$ cat config.mk
export PLATFORM = sky130hd
export DESIGN_NAME = tcm_port_arbiter
export DESIGN_NICKNAME = d
export VERILOG_FILES = /design/src/rtl/tcm_port_arbiter.sv
export SDC_FILE = /design/constraint.sdc
export NUM_CORES = 1
export LEC_CHECK = 0
export ABC_AREA = 1
export BUFFER_PORTS_ARGS = -buffer_cell sky130_fd_sc_hd__buf_2
export CAP_MARGIN = 20
export CORE_AREA = 2 2 135 137
export CTS_BUF_LIST = sky130_fd_sc_hd__clkbuf_4
export DETAILED_ROUTE_END_ITERATION = 6
export DIE_AREA = 0 0 137 139
export SLEW_MARGIN = 25
export SYNTH_ARGS = -nofsm -noshare
export SYNTH_HDL_FRONTEND = slang
export SYNTH_SLANG_ARGS = --single-unit
$ cat constraint.sdc
create_clock -name clk_i -period 2 [get_ports clk_i]
set_input_delay 0.1 -clock clk_i [delete_from_list [all_inputs] [get_ports clk_i]]
set_output_delay 0.1 -clock clk_i [all_outputs]
set_load 0.02 [all_outputs]
$ cat src/rtl/tcm_port_arbiter.sv
// rtl/tcm_port_arbiter.sv - N-port arbiter sharing one single-ported TCM RAM port
module tcm_port_arbiter #(
    parameter int NUM_PORTS   = 3,
    parameter int ADDR_W      = 32,
    parameter int DATA_W      = 32,
    parameter int RAM_LATENCY = 1,
    parameter int ARB_MODE    = 0,
    localparam int STRB_W     = DATA_W / 8
) (
    input  logic                          clk_i,
    input  logic                          rst_i,
    input  logic [NUM_PORTS-1:0]          req_rd_i,
    input  logic [NUM_PORTS*STRB_W-1:0]   req_wr_i,
    input  logic [NUM_PORTS*ADDR_W-1:0]   req_addr_i,
    input  logic [NUM_PORTS*DATA_W-1:0]   req_data_wr_i,
    output logic [NUM_PORTS-1:0]          req_accept_o,
    output logic [NUM_PORTS-1:0]          req_ack_o,
    output logic [DATA_W-1:0]             req_data_rd_o,
    input  logic                          ram_accept_i,
    output logic                          ram_rd_o,
    output logic [STRB_W-1:0]             ram_wr_o,
    output logic [ADDR_W-1:0]             ram_addr_o,
    output logic [DATA_W-1:0]             ram_data_wr_o,
    input  logic [DATA_W-1:0]             ram_data_rd_i
);

    localparam int ID_W = $clog2(NUM_PORTS);
    localparam int LAST = RAM_LATENCY - 1;

    logic [NUM_PORTS-1:0] req_valid;
    logic [ID_W-1:0]      last_ptr;
    logic [ID_W-1:0]      grant_idx;
    logic                 grant_found;
    logic                 grant;
    logic [STRB_W-1:0]    grant_strb;
    int                   start_idx;
    int                   cand;

    // Response tracking pipeline: one entry per cycle of RAM latency.
    logic                 pipe_valid [RAM_LATENCY];
    logic [ID_W-1:0]      pipe_id    [RAM_LATENCY];
    logic                 pipe_rd    [RAM_LATENCY];

    // A port is requesting when it reads or drives any byte strobe.
    always_comb begin
        req_valid = '0;
        for (int i = 0; i < NUM_PORTS; i++) begin
            req_valid[i] = req_rd_i[i] | (|req_wr_i[i*STRB_W +: STRB_W]);
        end
    end

    // Pick the first requester searching upward from the start index, with wrap.
    // Fixed priority always starts at port 0; round robin starts after the last grant.
    always_comb begin
        start_idx   = 0;
        cand        = 0;
        grant_found = 1'b0;
        grant_idx   = '0;
        if (ARB_MODE == 1) begin
            start_idx = (int'(last_ptr) + 1) % NUM_PORTS;
        end
        for (int k = 0; k < NUM_PORTS; k++) begin
            cand = (start_idx + k) % NUM_PORTS;
            if (!grant_found && req_valid[cand]) begin
                grant_found = 1'b1;
                grant_idx   = ID_W'(cand);
            end
        end
    end

    assign grant      = grant_found & ram_accept_i;
    assign grant_strb = req_wr_i[grant_idx*STRB_W +: STRB_W];

    // Route the granted port onto the RAM; a write strobe overrides a read on the same port.
    always_comb begin
        req_accept_o  = '0;
        ram_rd_o      = 1'b0;
        ram_wr_o      = '0;
        ram_addr_o    = '0;
        ram_data_wr_o = '0;
        if (grant) begin
            req_accept_o[grant_idx] = 1'b1;
            ram_wr_o                = grant_strb;
            ram_rd_o                = ~(|grant_strb);
            ram_addr_o              = req_addr_i[grant_idx*ADDR_W +: ADDR_W];
            ram_data_wr_o           = req_data_wr_i[grant_idx*DATA_W +: DATA_W];
        end
    end

    // Last-grant pointer; reset value makes port 0 win the first contention.
    always_ff @(posedge clk_i or posedge rst_i) begin
        if (rst_i) begin
            last_ptr <= ID_W'(NUM_PORTS - 1);
        end else if (grant) begin
            last_ptr <= grant_idx;
        end
    end

    // Shift the grant record every cycle so acks land exactly RAM_LATENCY cycles later.
    always_ff @(posedge clk_i or posedge rst_i) begin
        if (rst_i) begin
            for (int s = 0; s < RAM_LATENCY; s++) begin
                pipe_valid[s] <= 1'b0;
                pipe_id[s]    <= '0;
                pipe_rd[s]    <= 1'b0;
            end
        end else begin
            pipe_valid[0] <= grant;
            pipe_id[0]    <= grant_idx;
            pipe_rd[0]    <= grant & ~(|grant_strb);
            for (int s = 1; s < RAM_LATENCY; s++) begin
                pipe_valid[s] <= pipe_valid[s-1];
                pipe_id[s]    <= pipe_id[s-1];
                pipe_rd[s]    <= pipe_rd[s-1];
            end
        end
    end

    // Final stage drives the ack strobe and gates read data to read responses only.
    always_comb begin
        req_ack_o     = '0;
        req_data_rd_o = '0;
        if (pipe_valid[LAST]) begin
            req_ack_o[pipe_id[LAST]] = 1'b1;
            if (pipe_rd[LAST]) begin
                req_data_rd_o = ram_data_rd_i;
            end
        end
    end

endmodule

==> run summary, run 1 <==
outcome: completed
fraction of the mapped netlist area in compound gates: 0.141
cell with the biggest individual delay on the critical path: o21ai_0
nets@finish: 1124
DR vias: 4395
Mapped Nets: 798
leakage power figure: 2.97 nW
data required time of the critical path: 1.90 ns
wirelength, routed: 13.1 mm
Final Wtd Congestion: 0.815
Initial Utilization: 0.137
largest net degree at the start of global routing: 68
iteration count of the initial detailed-routing pass: 4
crit start category: input pin
die height: 139 um
number of antenna violations at the first check in global routing: 0
sequential share of the synthesized area: 0.0415
TritonCTS clock tree: yes
std cell rows: 49
post-synthesis area per instance: 4.34 sq um
initial drt markers: 170
yosys warns: 0
fin crit period: 1.69 ns
Remaining DRCs: 0
number of placed instances, taps included: 1105
utilization after layout: 0.248
number of distinct standard cells referenced by the synthesized netlist: 19
Hold Violations, Final: 0
final setup violation count: 0
Critical Path AT: 1.59 ns
final worst-path cycle share: 0.844
main combinational cell family by area after synthesis: simple AND/OR/NAND/NOR gates
kind of capture point of the worst setup path: primary output
count of input and output buffers: 348
half-perimeter wire length of the detailed placement result: 10.5 mm
mean routed wirelength per cell: 11.8 um
vias in the first global route: 4003
slew at the pin with the worst max-slew slack: 0.433 ns
total routing usage reported by global routing: 0.126
RSZ-0062 raised after global routing: false
most common cell after layout, fill and taps aside: buf_2
I/O pin cnt: 349
Worst Hold Class: input pin to async pin
critical path class: input pin to primary output
number of buffer and inverter stages on the critical path: 4
post-synthesis share of cell area spent on xor and xnor gates: 0
Maximum Capacitance Violations: 0
Total Neg Setup Slack: 0 ns
TritonCTS Sinks: 4
maximum VDD drop: 67.9 uV
setup fix buffers added after clock tree synthesis: 0
Core Footprint: 17700 sq um
clock edge transition at the registers on the reported setup and hold paths: 0.04 ns
number of cells produced by synthesis: 556
layout cells sized above 1: 0.423
count of inserted antenna diode cells: 0
Crit Path Max Fanout: 42
hold bufs inserted after CTS: 1
Final Max Tran Viols: 0
first-pass GRT wire length: 19.5 mm
gate family responsible for the most delay along the worst path: buffers and inverters
die outline area: 19000 sq um
via-per-instance ratio: 3.96
area grow syn2layout: 81.1%
Adder-Cell Fraction of Synth Area: 0
number of routed nets with antenna violations: 0
maximum frequency from static timing analysis: 593 MHz
H-tree depth: 1
number of clock buffers inserted by TritonCTS: 3
Seq cells post-synth: 4
horizontal die dimension: 137 um
stage delay of the slowest cell on the critical path: 0.33 ns
total power divided by cell area: 204 nW/um^2
commonest non-fill, non-tap cells in the layout: 348 x buf_2, 202 x nand2_1, 178 x nor2_1, 48 x inv_1, 44 x o21ai_0
Post-Synth Simple-Gate Area: 0.640
synthesized area: 2410 sq um
post-cts repair resize count: 0
maximum number of buffers from clock root to sink: 2
filler-free cell count of the finished design: 1109
Fin Hold WS: 0.299 ns
worst path cell trace: buf_2, nor2_1, nand3_2, inv_1, nand3_2, buf_4, o21ai_0, nor2_1, buf_2
Overflow after GRT: 0
portion of netlist area occupied by mux cells: 0
buffer type at the clock tree root: clkbuf_4
Worst slew margin: 0.712
-- synthesized netlist by cell type (all sizes together) --
library cell  number  area share
inv               51       0.079
nor2             181        0.29
nand2            204        0.32
dfrtp              4       0.041
buf               25       0.077
nor3               2      0.0041
a31oi              2      0.0052
a21oi              1      0.0036
clkbuf            13       0.020
nand3              9       0.023
o21ai             64        0.13
-- tightest hold or removal path: stages --
cell	delay, ns
dlygate4sd3_1	0.54
buf_2	0.12
inv_1	0.12
-- final timing paths --
path,depth (start not counted),from,endpoint,slack (ns)
max in group asynchronous,3,rst_i,pipe_valid,1.56
min in group clk_i,7,req_wr_i[10],pipe_rd,0.42
hold / removal,3,rst_i,pipe_id[1],0.30
setup / recovery,9,req_wr_i[6],ram_addr_o[31],0.31
-- report_power, final --
part           switching [mW]  leakage, nW  total [mW]  internal [mW]
Clock                  0.0290       0.0138      0.0959         0.0669
Sequential           0.000767       0.0533      0.0839         0.0831
Combinational           0.391         2.90       0.714          0.323
-- state kept, by name, indices dropped and copies added, names as in the netlist --
name	count
pipe_valid	1
pipe_rd	1
pipe_id	2
-- layer usage --
layer | part of all wire | track usage | vias to the layer above
li1 | - | - | 2311
met1 | 0.41 | 0.147 | 1851
met3 | 0.082 | 0.0183 | 16
met5 | 0 | 0 | -
met2 | 0.50 | 0.239 | 217
met4 | 0.013 | 0.0260 | 0
-- area by class of cell --
class                           count  area, sq um
Sequential cell                     4          100
Inverter                           51          191
Fill cell                        2090        13300
Timing Repair Buffer              359         1880
Clock buffer                        3         22.5
Tap cell                          229          287
Multi-Input combinational cell    463         1900
-- cell families after synthesis --
kind of cell / after synthesis
buffers and inverters: 89
AOI/OAI and AO/OA: 67
and+or+nand+nor: 396
DFF: 4
-- stage by stage --
step / power, mW / setup slack (ns) / area [sq um]
CTS: 0.905 / 0.319 / 4370
global route: 0.985 / 0.171 / 4370
global placement: 0.798 / 0.299 / 4340
finish: 0.894 / 0.313 / 4370
detailed placement: 0.800 / 0.328 / 4340
floorplan: 0.431 / 0.664 / 2410
No activity file was read; power rests on OpenSTA's default activity.
==> run 2, diff against run 1 <==
ABC_AREA = 0   (was 1)
CORE_AREA = 2 2 134 136   (was 2 2 135 137)
DIE_AREA = 0 0 136 138   (was 0 0 137 139)
clock period = 1.67 ns   (was 2 ns; I/O delays follow)
==> run summary, run 2 <==
combinational share of power: 0.824
number of cells produced by synthesis: 303
die outline area: 18800 sq um
iteration count of the initial detailed-routing pass: 4
most used flip-flop cell after synthesis: dfrtp_1
Critical Path AT: 1.86 ns
count of input and output buffers: 348
number of antenna violations at the first check in global routing: 0
failing checks: setup timing
mean routed wirelength per cell: 15.1 um
crit path launch: req_wr_i[3]
most frequently used cell type in the post-synthesis netlist: nor2_1
via-per-instance ratio: 4.22
largest register by flop count: pipe_id
fraction of the mapped netlist area in compound gates: 0.316
RSZ-0062 raised after global routing: true
maximum frequency from static timing analysis: 515 MHz
Worst slew margin: 0.760
cell taking the most area after synthesis: mux2i_1
Remaining DRCs: 0
total routing usage reported by global routing: 0.119
Mapped Nets: 545
most frequent cells after synthesis: 72 x nor2_1, 65 x mux2i_1, 38 x a211oi_2
final worst-path cycle share: 1.16
commonest non-fill, non-tap cells in the layout: 299 x buf_2, 58 x mux2i_1, 51 x nor2_1, 47 x buf_4, 38 x a211oi_4
number of distinct standard cells referenced by the synthesized netlist: 28
filler cell count: 1848
Final Max Tran Viols: 0
number of clock buffers inserted by TritonCTS: 3
number of enable-type register cells in the synthesized netlist: 0
most common cell after layout, fill and taps aside: buf_2
clock edge transition at the registers on the reported setup and hold paths: 0.04 ns
maximum VDD drop: 141 uV
Initial Utilization: 0.131
number of routed nets with antenna violations: 0
post-synthesis share of cell area spent on xor and xnor gates: 0
std cell rows: 49
synthesized area: 2300 sq um
registers with the most flip-flops: pipe_id (2), pipe_rd (1), pipe_valid (1)
asr flop ratio synth: 1.00
crit start category: input pin
kind of capture point of the worst setup path: primary output
wirelength, routed: 13.5 mm
vias in the first global route: 3689
TritonCTS clock tree: yes
critical path class: input pin to primary output
hold path start: req_wr_i[3]
internal portion of total power: 0.734 mW
Setup WS post-layout: -0.273 ns
Worst Hold Class: input pin to register
nets@finish: 911
I/O pin cnt: 349
Crit Path Max Fanout: 26
half-perimeter wire length of the detailed placement result: 10.2 mm
H-tree depth: 1
initial drt markers: 87
largest net degree at the start of global routing: 67
leakage power figure: 3.26 nW
layout cells sized above 1: 0.748
number of placed instances, taps included: 876
buffer type at the clock tree root: clkbuf_4
Seq cells post-synth: 4
share of power burned in registers: 0.082
Maximum Capacitance Violations: 0
sequential share of the synthesized area: 0.0436
Adder-Cell Fraction of Synth Area: 0
post-synthesis area per instance: 7.58 sq um
Hold Violations, Final: 0
total power divided by cell area: 225 nW/um^2
final setup violation count: 69
data required time of the critical path: 1.59 ns
max FFs per register: 2
yosys warns: 0
fin crit period: 1.94 ns
clock group share of total power: 0.094
Overflow after GRT: 0
cell area after placement: 4930 sq um
portion of netlist area occupied by mux cells: 0.283
total non-filler cell area in the finished layout: 5630 sq um
dominant cells by area after synthesis: mux2i_1 28%, a211oi_2 21%, nor2_1 12%
horizontal die dimension: 136 um
DR vias: 3783
slew at the pin with the worst max-slew slack: 0.360 ns
count of inserted antenna diode cells: 0
utilization after layout: 0.321
area grow syn2layout: 145%
Post-Synth Simple-Gate Area: 0.263
Core Footprint: 17500 sq um
switch share: 0.420
proportion of netlist area held by the largest area contributor: 0.283
TritonCTS Sinks: 4
outcome: finished with violations
Total Neg Setup Slack: -14.72 ns
net switching power: 0.531 mW
Final Wtd Congestion: 0.822
filler-free cell count of the finished design: 896
main combinational cell family by area after synthesis: compound AO/OA/AOI/OAI gates
die height: 138 um
first-pass GRT wire length: 18.0 mm
maximum number of buffers from clock root to sink: 2
## run 2: area by class of cell
cell class	count	area, sq um	share of cell area
repair buffers	395	2650	0.472
multi-input cells	257	2530	0.450
well taps	229	287	0.0509
flip-flops and latches	4	100	0.0178
inverters	8	30.0	0.00534
clock buffers	3	22.5	0.00400
## run 2: through the flow
stage	hold WS, ns	power [mW]	setup WS (ns)
final	0.165	1.26	-0.273
after global placement	-0.0300	1.03	-0.317
after CTS	0.160	1.22	-0.278
after floorplan	-0.150	0.560	-0.110
after global routing	0.170	1.35	-0.313
after detailed placement	-0.0175	1.04	-0.335
## run 2: final timing paths
kind / endpoint / slack [ns] / depth (start not counted)
max in group asynchronous: pipe_id[0] / 1.23 / 3
worst min-delay path: pipe_rd / 0.16 / 4
worst max-delay path: ram_addr_o[31] / -0.27 / 8
min in group asynchronous: pipe_valid / 0.29 / 3
## run 2: metal layers
| metal | routed length (um) | GRT usage |
|---|---|---|
| met5 | 0 | 0 |
| met1 | 4880 | 0.125 |
| met3 | 1050 | 0.0235 |
| met4 | 57 | 0.0126 |
| met2 | 7510 | 0.244 |
## run 2: timing repair
action | CTS | global route
cloned | 1 | 10
endpoints found under the hold margin | 4 | 0
setup buffers | 2 | 3
gates resized for setup | 52 | 65
hold buffers | 1 | 0
setup endpoints to repair | 70 | 70
pin swaps | 2 | 4
## run 2: kinds of logic after synthesis
family,after synthesis
compound gates,72
flops,4
simple gates,120
mux,65
buf+inv,42
## run 2: power groups by stage
| stage | registers, mW | logic, mW | clock network [mW] |
|---|---|---|---|
| global placement | 0.105 | 0.930 | 0 |
| finish | 0.104 | 1.04 | 0.118 |
| CTS | 0.104 | 0.987 | 0.125 |
| global route | 0.104 | 1.12 | 0.135 |
| detailed placement | 0.105 | 0.937 | 0 |
| floorplan | 0.103 | 0.457 | 0 |
## run 2: critical path, cell delays in order
cell      delay [ns]
buf_6           0.09
or4_4           0.57
nor2_8          0.17
nand2_8         0.09
buf_12          0.18
mux2i_2         0.20
a211oi_2        0.25
buf_4           0.19
